$ cat config.mk
export PLATFORM = sky130hd
export DESIGN_NAME = multicycle_control_flat
export DESIGN_NICKNAME = d
export VERILOG_FILES = /design/src/rtl/multicycle_control_if.sv /design/src/rtl/multicycle_control.sv /design/src/flat_wrapper.sv
export SDC_FILE = /design/constraint.sdc
export NUM_CORES = 1
export LEC_CHECK = 0
export CORE_MARGIN = 4
export CORE_UTILIZATION = 44
export DETAILED_ROUTE_END_ITERATION = 8
export MAX_ROUTING_LAYER = met4
export PLACE_DENSITY = 0.76
export RECOVER_POWER = 50
export SLEW_MARGIN = 25
export SYNTH_ARGS = -nofsm -noshare
export SYNTH_HDL_FRONTEND = slang
export SYNTH_SLANG_ARGS = --single-unit
export TNS_END_PERCENT = 10
$ cat constraint.sdc
create_clock -name clk -period 3.9 [get_ports clk]
set_input_delay 0.975 -clock clk [delete_from_list [all_inputs] [get_ports clk]]
set_output_delay 0.975 -clock clk [all_outputs]
set_load 0.03 [all_outputs]
$ cat src/rtl/multicycle_control_if.sv
// Control-side bundle of the multi-cycle RV32I core: opcode and memory handshake in,
// datapath strobes out. master = control FSM, slave = datapath / memory side.
interface multicycle_control_if;
  logic [6:0] opcode;
  logic       mem_ready;
  logic       mem_req;
  logic       mem_write;
  logic       adr_src;
  logic       ir_write;
  logic       pc_write;
  logic       branch;
  logic       reg_write;
  logic [1:0] alu_src_a;
  logic [1:0] alu_src_b;
  logic [1:0] alu_op;
  logic [1:0] result_src;
  logic       instr_done;
  logic       trap;
  logic [3:0] state;

  modport master (
    input  opcode,
    input  mem_ready,
    output mem_req,
    output mem_write,
    output adr_src,
    output ir_write,
    output pc_write,
    output branch,
    output reg_write,
    output alu_src_a,
    output alu_src_b,
    output alu_op,
    output result_src,
    output instr_done,
    output trap,
    output state
  );

  modport slave (
    output opcode,
    output mem_ready,
    input  mem_req,
    input  mem_write,
    input  adr_src,
    input  ir_write,
    input  pc_write,
    input  branch,
    input  reg_write,
    input  alu_src_a,
    input  alu_src_b,
    input  alu_op,
    input  result_src,
    input  instr_done,
    input  trap,
    input  state
  );
endinterface

$ cat src/rtl/multicycle_control.sv
// Main control FSM of the multi-cycle RV32I core: sequences fetch/decode/execute/memory/
// writeback, drives datapath strobes and arbitrates the unified memory port with a watchdog.
module multicycle_control #(
  parameter int unsigned MEM_TIMEOUT = 16,
  parameter int unsigned TW          = 5
) (
  input logic                  clk,
  input logic                  reset,
  multicycle_control_if.master bus
);

  typedef enum logic [3:0] {
    StFetch    = 4'd0,
    StDecode   = 4'd1,
    StMemAdr   = 4'd2,
    StMemRead  = 4'd3,
    StMemWb    = 4'd4,
    StMemWrite = 4'd5,
    StExecR    = 4'd6,
    StExecI    = 4'd7,
    StAluWb    = 4'd8,
    StBranch   = 4'd9,
    StJal      = 4'd10,
    StJalr     = 4'd11,
    StJalrLink = 4'd12,
    StExecU    = 4'd13,
    StTrap     = 4'd14,
    StUnused   = 4'd15
  } state_e;

  localparam logic [6:0] OpLoad   = 7'b0000011;
  localparam logic [6:0] OpStore  = 7'b0100011;
  localparam logic [6:0] OpReg    = 7'b0110011;
  localparam logic [6:0] OpImm    = 7'b0010011;
  localparam logic [6:0] OpBranch = 7'b1100011;
  localparam logic [6:0] OpJal    = 7'b1101111;
  localparam logic [6:0] OpJalr   = 7'b1100111;
  localparam logic [6:0] OpLui    = 7'b0110111;
  localparam logic [6:0] OpAuipc  = 7'b0010111;

  localparam bit            WatchdogEn  = (MEM_TIMEOUT != 0);
  localparam logic [TW-1:0] TimeoutLast = TW'(MEM_TIMEOUT - 1);

  state_e        r_state;
  state_e        w_state_d;
  logic [TW-1:0] r_cnt;
  logic          w_waiting;
  logic          w_timeout;

  logic       w_mem_req;
  logic       w_mem_write;
  logic       w_adr_src;
  logic       w_ir_write;
  logic       w_pc_write;
  logic       w_branch;
  logic       w_reg_write;
  logic [1:0] w_alu_src_a;
  logic [1:0] w_alu_src_b;
  logic [1:0] w_alu_op;
  logic [1:0] w_result_src;
  logic       w_trap;
  logic       w_instr_done;

  function automatic state_e decode_op(input logic [6:0] op);
    state_e s;
    case (op)
      OpLoad, OpStore: s = StMemAdr;
      OpReg:           s = StExecR;
      OpImm:           s = StExecI;
      OpBranch:        s = StBranch;
      OpJal:           s = StJal;
      OpJalr:          s = StJalr;
      OpLui, OpAuipc:  s = StExecU;
      default:         s = StTrap;
    endcase
    return s;
  endfunction

  // Watchdog only ever runs while a memory access is outstanding and unanswered.
  assign w_waiting = w_mem_req & ~bus.mem_ready;
  assign w_timeout = WatchdogEn && w_waiting && (r_cnt == TimeoutLast);

  always_ff @(posedge clk) begin
    if (reset) begin
      r_state <= StFetch;
      r_cnt   <= '0;
    end else begin
      r_state <= w_state_d;
      r_cnt   <= w_waiting ? r_cnt + TW'(1) : '0;
    end
  end

  always_comb begin
    w_state_d = r_state;
    case (r_state)
      StFetch:    if (bus.mem_ready) w_state_d = StDecode;
      StDecode:   w_state_d = decode_op(bus.opcode);
      StMemAdr:   w_state_d = (bus.opcode == OpLoad) ? StMemRead : StMemWrite;
      StMemRead:  if (bus.mem_ready) w_state_d = StMemWb;
      StMemWb:    w_state_d = StFetch;
      StMemWrite: if (bus.mem_ready) w_state_d = StFetch;
      StExecR:    w_state_d = StAluWb;
      StExecI:    w_state_d = StAluWb;
      StExecU:    w_state_d = StAluWb;
      StJal:      w_state_d = StAluWb;
      StJalrLink: w_state_d = StAluWb;
      StAluWb:    w_state_d = StFetch;
      StBranch:   w_state_d = StFetch;
      StJalr:     w_state_d = StJalrLink;
      StTrap:     w_state_d = StTrap;
      default:    w_state_d = StTrap;
    endcase
    if (w_timeout) w_state_d = StTrap;
  end

  always_comb begin
    w_mem_req    = 1'b0;
    w_mem_write  = 1'b0;
    w_adr_src    = 1'b0;
    w_ir_write   = 1'b0;
    w_pc_write   = 1'b0;
    w_branch     = 1'b0;
    w_reg_write  = 1'b0;
    w_alu_src_a  = 2'b00;
    w_alu_src_b  = 2'b00;
    w_alu_op     = 2'b00;
    w_result_src = 2'b00;
    w_trap       = 1'b0;
    case (r_state)
      StFetch: begin
        w_mem_req    = 1'b1;
        w_alu_src_b  = 2'b10;
        w_result_src = 2'b10;
        // IR/PC capture only on the cycle memory answers, never while reset is asserted.
        w_ir_write   = bus.mem_ready & ~reset;
        w_pc_write   = bus.mem_ready & ~reset;
      end
      StDecode: begin
        w_alu_src_a = 2'b01;
        w_alu_src_b = 2'b01;
      end
      StMemAdr: begin
        w_alu_src_a = 2'b10;
        w_alu_src_b = 2'b01;
      end
      StMemRead: begin
        w_mem_req = 1'b1;
        w_adr_src = 1'b1;
      end
      StMemWb: begin
        w_result_src = 2'b01;
        w_reg_write  = 1'b1;
      end
      StMemWrite: begin
        w_mem_req   = 1'b1;
        w_mem_write = 1'b1;
        w_adr_src   = 1'b1;
      end
      StExecR: begin
        w_alu_src_a = 2'b10;
        w_alu_op    = 2'b10;
      end
      StExecI: begin
        w_alu_src_a = 2'b10;
        w_alu_src_b = 2'b01;
        w_alu_op    = 2'b10;
      end
      StAluWb: w_reg_write = 1'b1;
      StBranch: begin
        w_alu_src_a = 2'b10;
        w_alu_op    = 2'b01;
        w_branch    = 1'b1;
      end
      StJal: begin
        w_alu_src_a = 2'b01;
        w_alu_src_b = 2'b10;
        w_pc_write  = ~reset;
      end
      StJalr: begin
        w_alu_src_a = 2'b10;
        w_alu_src_b = 2'b01;
      end
      StJalrLink: begin
        w_alu_src_a = 2'b01;
        w_alu_src_b = 2'b10;
        w_pc_write  = ~reset;
      end
      StExecU: begin
        w_alu_src_a = 2'b01;
        w_alu_src_b = 2'b01;
        w_alu_op    = 2'b10;
      end
      StTrap:  w_trap = 1'b1;
      default: w_trap = 1'b0;
    endcase
  end

  // Retirement: leaving a non-fetch state back to FETCH; TRAP never reaches FETCH on its own.
  assign w_instr_done = ~reset && (r_state != StFetch) && (w_state_d == StFetch);

  assign bus.mem_req    = w_mem_req;
  assign bus.mem_write  = w_mem_write;
  assign bus.adr_src    = w_adr_src;
  assign bus.ir_write   = w_ir_write;
  assign bus.pc_write   = w_pc_write;
  assign bus.branch     = w_branch;
  assign bus.reg_write  = w_reg_write;
  assign bus.alu_src_a  = w_alu_src_a;
  assign bus.alu_src_b  = w_alu_src_b;
  assign bus.alu_op     = w_alu_op;
  assign bus.result_src = w_result_src;
  assign bus.instr_done = w_instr_done;
  assign bus.trap       = w_trap;
  assign bus.state      = r_state;

endmodule
$ cat src/flat_wrapper.sv
// flat-port wrapper written by rule: the top's interface ports become plain ports
module multicycle_control_flat 
#(
  parameter int unsigned MEM_TIMEOUT = 16,
  parameter int unsigned TW          = 5
)
  (clk, reset, bus_opcode, bus_mem_ready, bus_mem_req, bus_mem_write, bus_adr_src, bus_ir_write, bus_pc_write, bus_branch, bus_reg_write, bus_alu_src_a, bus_alu_src_b, bus_alu_op, bus_result_src, bus_instr_done, bus_trap, bus_state);
  multicycle_control_if bus_i ();
  input logic clk;
  input logic reset;
  input wire logic [$bits(bus_i.opcode)-1:0] bus_opcode;
  input wire logic [$bits(bus_i.mem_ready)-1:0] bus_mem_ready;
  output wire logic [$bits(bus_i.mem_req)-1:0] bus_mem_req;
  output wire logic [$bits(bus_i.mem_write)-1:0] bus_mem_write;
  output wire logic [$bits(bus_i.adr_src)-1:0] bus_adr_src;
  output wire logic [$bits(bus_i.ir_write)-1:0] bus_ir_write;
  output wire logic [$bits(bus_i.pc_write)-1:0] bus_pc_write;
  output wire logic [$bits(bus_i.branch)-1:0] bus_branch;
  output wire logic [$bits(bus_i.reg_write)-1:0] bus_reg_write;
  output wire logic [$bits(bus_i.alu_src_a)-1:0] bus_alu_src_a;
  output wire logic [$bits(bus_i.alu_src_b)-1:0] bus_alu_src_b;
  output wire logic [$bits(bus_i.alu_op)-1:0] bus_alu_op;
  output wire logic [$bits(bus_i.result_src)-1:0] bus_result_src;
  output wire logic [$bits(bus_i.instr_done)-1:0] bus_instr_done;
  output wire logic [$bits(bus_i.trap)-1:0] bus_trap;
  output wire logic [$bits(bus_i.state)-1:0] bus_state;
  assign bus_i.opcode = bus_opcode;
  assign bus_i.mem_ready = bus_mem_ready;
  assign bus_mem_req = bus_i.mem_req;
  assign bus_mem_write = bus_i.mem_write;
  assign bus_adr_src = bus_i.adr_src;
  assign bus_ir_write = bus_i.ir_write;
  assign bus_pc_write = bus_i.pc_write;
  assign bus_branch = bus_i.branch;
  assign bus_reg_write = bus_i.reg_write;
  assign bus_alu_src_a = bus_i.alu_src_a;
  assign bus_alu_src_b = bus_i.alu_src_b;
  assign bus_alu_op = bus_i.alu_op;
  assign bus_result_src = bus_i.result_src;
  assign bus_instr_done = bus_i.instr_done;
  assign bus_trap = bus_i.trap;
  assign bus_state = bus_i.state;
  multicycle_control #(.MEM_TIMEOUT(MEM_TIMEOUT), .TW(TW)) u_core (.clk(clk), .reset(reset), .bus(bus_i));
endmodule
# == Word-level counts from Yosys, hierarchy flattened ==
# Index checks and enable logic that the tools add are counted.
# Widths: inputs -> output; s select.
# word_totals
regBits,9
latchBits,0
ram_bits,0
rom_bits,0
input_bits,10
out_inout_bits,21
mem_count,0
# classes
addsub,1
multipliers,0
div,0
magnitude_cmp,0
n_eq_ne,24
shift,0
mux,19
bitwise,5
n_reduce_logical,20
# op_table
cell,count
$pmux 4 s8,1
$eq 4x4->1 const B,7
$pmux 4 s7,1
$eq 7x6->1 const B,3
$eq 7x7->1 const B,3
$eq 4x3->1 const B,4
$mux 4,4
$pmux 2 s2,4
$reduce_or 5->1,3
$eq 7x5->1 const B,2
$reduce_or 2->1,6
$reduce_or 3->1,4
$eq 4x2->1 const B,2
$logic_not 4->1,2
$eq 7x2->1 const B,1
$mux 1,7
$add 5x1->5 const B,1
$eq 5x4->1 const B,1
$eq 4x1->1 const B,1
$reduce_bool 4->1,1
$reduce_or 4->1,1
$logic_and 1x1->1,3
$mux 3,1
$not 1->1,3
2 further kinds,3

# == Depth between registers and ports, before layout ==
# depth
ltp_word,8
depth_mapped,8
mapped_depth_nobuf,8

# == Worst setup path after synthesis ==
# OpenSTA, ideal clock, no wires.
# synth_timing
path_kind,input to output
start,input bus_opcode[2]
end,output bus_instr_done
arrival_time_ns,2.701
t_required_ns,2.925
path_slack_ns,0.224
path_stages,5
n_path_buf,0
path_cell_list,nor4_4 > nand2_1 > a22o_1 > or4b_4 > nor4_2
# synth_via
elab_chain_len,7
elab_cells_between_ends,17
# synth_lines
element,line_no,text
start: declaration,flat_wrapper.sv:11,input wire logic [$bits(bus_i.opcode)-1:0] bus_opcode;
"$eq 7x6->1, or another cell as far along",multicycle_control.sv:66,case (op)
$reduce_or 2->1,multicycle_control.sv:66,
$pmux 4 s7,multicycle_control.sv:66,
$pmux 4 s8 (*),multicycle_control.sv:95,case (r_state)
$mux 4 (*),multicycle_control.sv:113,if (w_timeout) w_state_d = StTrap;
$logic_not 4->1 (*),multicycle_control.sv:199,assign w_instr_done = ~reset && (r_state != StFetch) && (w_state_d == StFetch);
$logic_and 1x1->1 (*),multicycle_control.sv:199,
end: declaration,flat_wrapper.sv:24,output wire logic [$bits(bus_i.instr_done)-1:0] bus_instr_done;
# Every way passes the cells marked *; elsewhere a longest branch is shown, timed or not.

# == Worst setup path after layout ==
# layout_timing
start,input bus_opcode[1]
end,output bus_instr_done
# The elaborated chain is that of the path after synthesis.

==> summary by stage <==
CTS
The tree built by TritonCTS fans out to 9 sinks. For this design, the CTS-stage hold fixing added 0 buffers. The root buffer cell is clkbuf_4. The buffer levels on the longest clock path is 2. The post-CTS clock slew at the launch and capture registers of the worst setup and hold paths is 70 ps. After clock tree synthesis, the setup repair step added 0 buffers. The number of buffers inserted during clock tree synthesis is 3. The number of levels in the clock H-tree is 1. The CTS tree is yes. For the worst-skew pair, the clock arrives at the later sink with an insertion delay of 250 ps.

Routing
Before antenna repair, the detailed router went through 4 iterations. The remaining routing DRC violations is 0. The violation count after the first detailed-routing iteration is 28. After detailed routing, the number of vias per cell comes to 5.57. Detailed routing inserted a total of 953 vias. After detailed routing, the average wire length per cell comes to 13.5 um.

The total routed wirelength is 2310 um. The antenna violation net count after detailed routing is 0.

Place
The number of port buffers is 30. The placed instances occupy a cell area of 1230 sq um. Before CTS, the worst setup slack after placement is -106 ps. The congestion estimate from routability-driven global placement came to 0.902.

The HPWL after detailed placement is 1780 um.

Power
The internal portion of the total power is 232 uW. IR analysis of the VDD net gives a maximum drop of 0.372 mV. The relative contribution of the clock network to total power is 0.178. The register share of total power is 0.299.

Dividing total power by cell area gives a power density of 313 nW/um^2. Summed over all nets, the switching power comes to 165 uW. The share of total power dissipated in combinational logic is 0.523. The net switching share of the total power is 0.416. The analysis attributes to cell leakage a power of 0.000542 uW.

Worst setup path
STA classifies the critical path startpoint as an input port. The worst setup path is captured at an output pin. Data on the critical path is required at its endpoint by 2920 ps.

Walking the worst path, the cells encountered are clkdlybuf4s50_1, and3b_2, nand2_1, a22o_1, or4b_4, nor4_4, buf_6. In this design, the stage delay of the slowest critical-path cell is 500 ps. The data arrival time of the worst path is 2820 ps.

The cell at the slowest stage of the critical path is or4b_4. The critical path is of the input port to output pin type. The maximum net fanout on the critical path is 3.

Synthesis
In this run, synthesis produced a sequential element count of 9. In the post-synthesis netlist, the biggest area contributors are dfxtp_1, and3b_1, a21oi_1. The total of warnings raised by yosys is 0.

The share of the Yosys chip area taken by registers is 0.207. The net count after synthesis is 123. The area share of the leading cell type in the synthesized netlist is 0.207. The number of enable-type register cells in the synthesized netlist is 0. The mean instance size in the synthesized netlist is 7.85 sq um.

The prevailing post-synth register cell is dfxtp_1. By instance count, the leading cell after synthesis is nor2_1. The commonest cells after synthesis are nor2_1, a21oi_1, dfxtp_1. In this run the cell area of the synthesized design comes to 871 sq um. The dominant cell type by area after synthesis is dfxtp_1. The fraction of registers with async set/reset is 0. The number of distinct library cells after synthesis is 43. After technology mapping, the gate count stands at 111.

Global route
For this run, the total global-route usage over all layers was measured as 0.180. The first-pass GRT wire length is 3760 um. The initial antenna violation count is 0.

The via count of the first global-routing pass is 864. The maximum number of pins on one net before global-route repair is 24. The total overflow left after global routing is 0.

Finish
Of the cells placed in the final design, the portion with a size suffix greater than 1 is 0.144. For this run, the share of the core covered by cells in the final layout is 0.703. 0 antenna diodes ended up in the layout. After the last flow step, the layout net total stands at 159. After routing the design area is 1270 sq um. The area growth from synthesis to layout is 45.5%.

Timing
The worst setup skew after layout is 7.57 ps. Setup violations remaining at the end of the flow were counted as 0. In the post-route analysis, the smallest setup slack over all paths is 100 ps. Of the available clock period, the critical path in the final layout requires 0.974. The number of max-slew violations in the final report is 0.

The maximum achievable frequency is 0.263 GHz. The worst path needs 3800 ps of the cycle, external delays included. The worst pin sits at a relative slew slack of 0.517. The final count of hold timing violations is 0. Across all hold checks on the routed design, the worst slack comes to 451 ps.

The transition time at the pin with the least slew margin is 724 ps.

Floorplan
The number of top-level pins is 31. The vertical extent of the die is 52.5 um. The number of placement rows is 15.

The area of the die is 2750 sq um. The floorplan core area is 1800 sq um. The horizontal die dimension is 52.5 um. The starting density of the core is 0.483.

Hold path
The path class of the tightest hold or removal check is flip-flop to flip-flop.

Outcome
The flow ran to the end, and the final reports show no timing, DRC or antenna violations.

Job
The count of max-cap constraint violations is 0.
-- critical path, delay by kind of cell --
family / cells / cell delay (ps)
AND/OR/NAND/NOR: 4 / 980
AO/OA/AOI/OAI: 1 / 230
buffers and inverters: 2 / 640
-- sequential cells by signal, summed over array words and instances, names as in the netlist --
name              flops
u_core.bus.state      4
u_core.r_cnt          5
-- cells in the final DEF (no fill, tap or decap), types with 3 or more instances in the layout --
cell type / instances
nor2b_1: 7
nor3b_1: 3
and3b_1: 5
dlygate4sd3_1: 7
dfxtp_1: 9
dlygate4sd2_1: 4
a21o_1: 3
nand2_1: 7
o21ai_0: 3
xnor2_1: 4
clkbuf_4: 3
clkdlybuf4s50_1: 16
nor2_1: 11
buf_4: 9
a21oi_1: 9
-- routing by layer --
layer	up-vias	track usage	share of wire
li1	475	-	-
met1	440	0.237	0.47
met2	36	0.289	0.45
met3	2	0.0313	0.071
met4	0	0.0383	0.0074
met5	-	-	0
-- cell families (layout without fill, tap and decap cells) --
kind of cell / count (synthesis) / in the layout / share of synthesized area
xor gates and xnor gates: 5 / 5 / 0.0503
DFF: 9 / 9 / 0.207
and+or+nand+nor: 57 / 57 / 0.441
AOI/OAI and AO/OA: 24 / 24 / 0.178
muxes: 3 / 3 / 0.0359
adders and majority gates: 2 / 2 / 0.0287
buffers and inverters: 11 / 46 / 0.0589
-- path summary, 6_finish.rpt --
check | start | to | slack (ps) | depth (start not counted)
worst min register to register | u_core.r_cnt[0] | u_core.r_cnt[0] | 450 | 1
worst max register to register | u_core.r_cnt[0] | u_core.bus.state[2] | 1590 | 8
worst min-delay path | u_core.r_cnt[0] | u_core.r_cnt[0] | 450 | 1
worst max-delay path | bus_opcode[1] | bus_instr_done | 100 | 7
-- timing repair --
action                                  CTS  global route
gates resized for setup                   4             5
pin swaps                                 2             4
endpoints found under the setup margin    1             1
-- cell type report --
| class | count | area (sq um) |
|---|---|---|
| fillers | 163 | 534 |
| repair buffers | 40 | 373 |
| inverters | 2 | 7.51 |
| multi-input cells | 91 | 649 |
| flip-flops and latches | 9 | 180 |
| well taps | 25 | 31.3 |
| clock buffers | 4 | 26.3 |
-- through the flow --
stage               cells  total power, uW  TNS, ps
CTS                   171              397        0
floorplan             111              247        0
detailed placement    167              329     -106
finish                171              396        0
global placement      167              325    -88.2
global route          171              418    -14.9
-- power by group through the flow --
stage          Sequential (uW)  Combinational [uW]  Clock (uW)
2_1_floorplan              113                 134           0
3_3_place_gp               120                 206           0
3_5_place_dp               120                 208           0
4_1_cts                    118                 208        70.3
5_1_grt                    121                 223        74.1
6_report                   118                 208        70.5
Note: power is estimated with default switching activity, not from simulation.
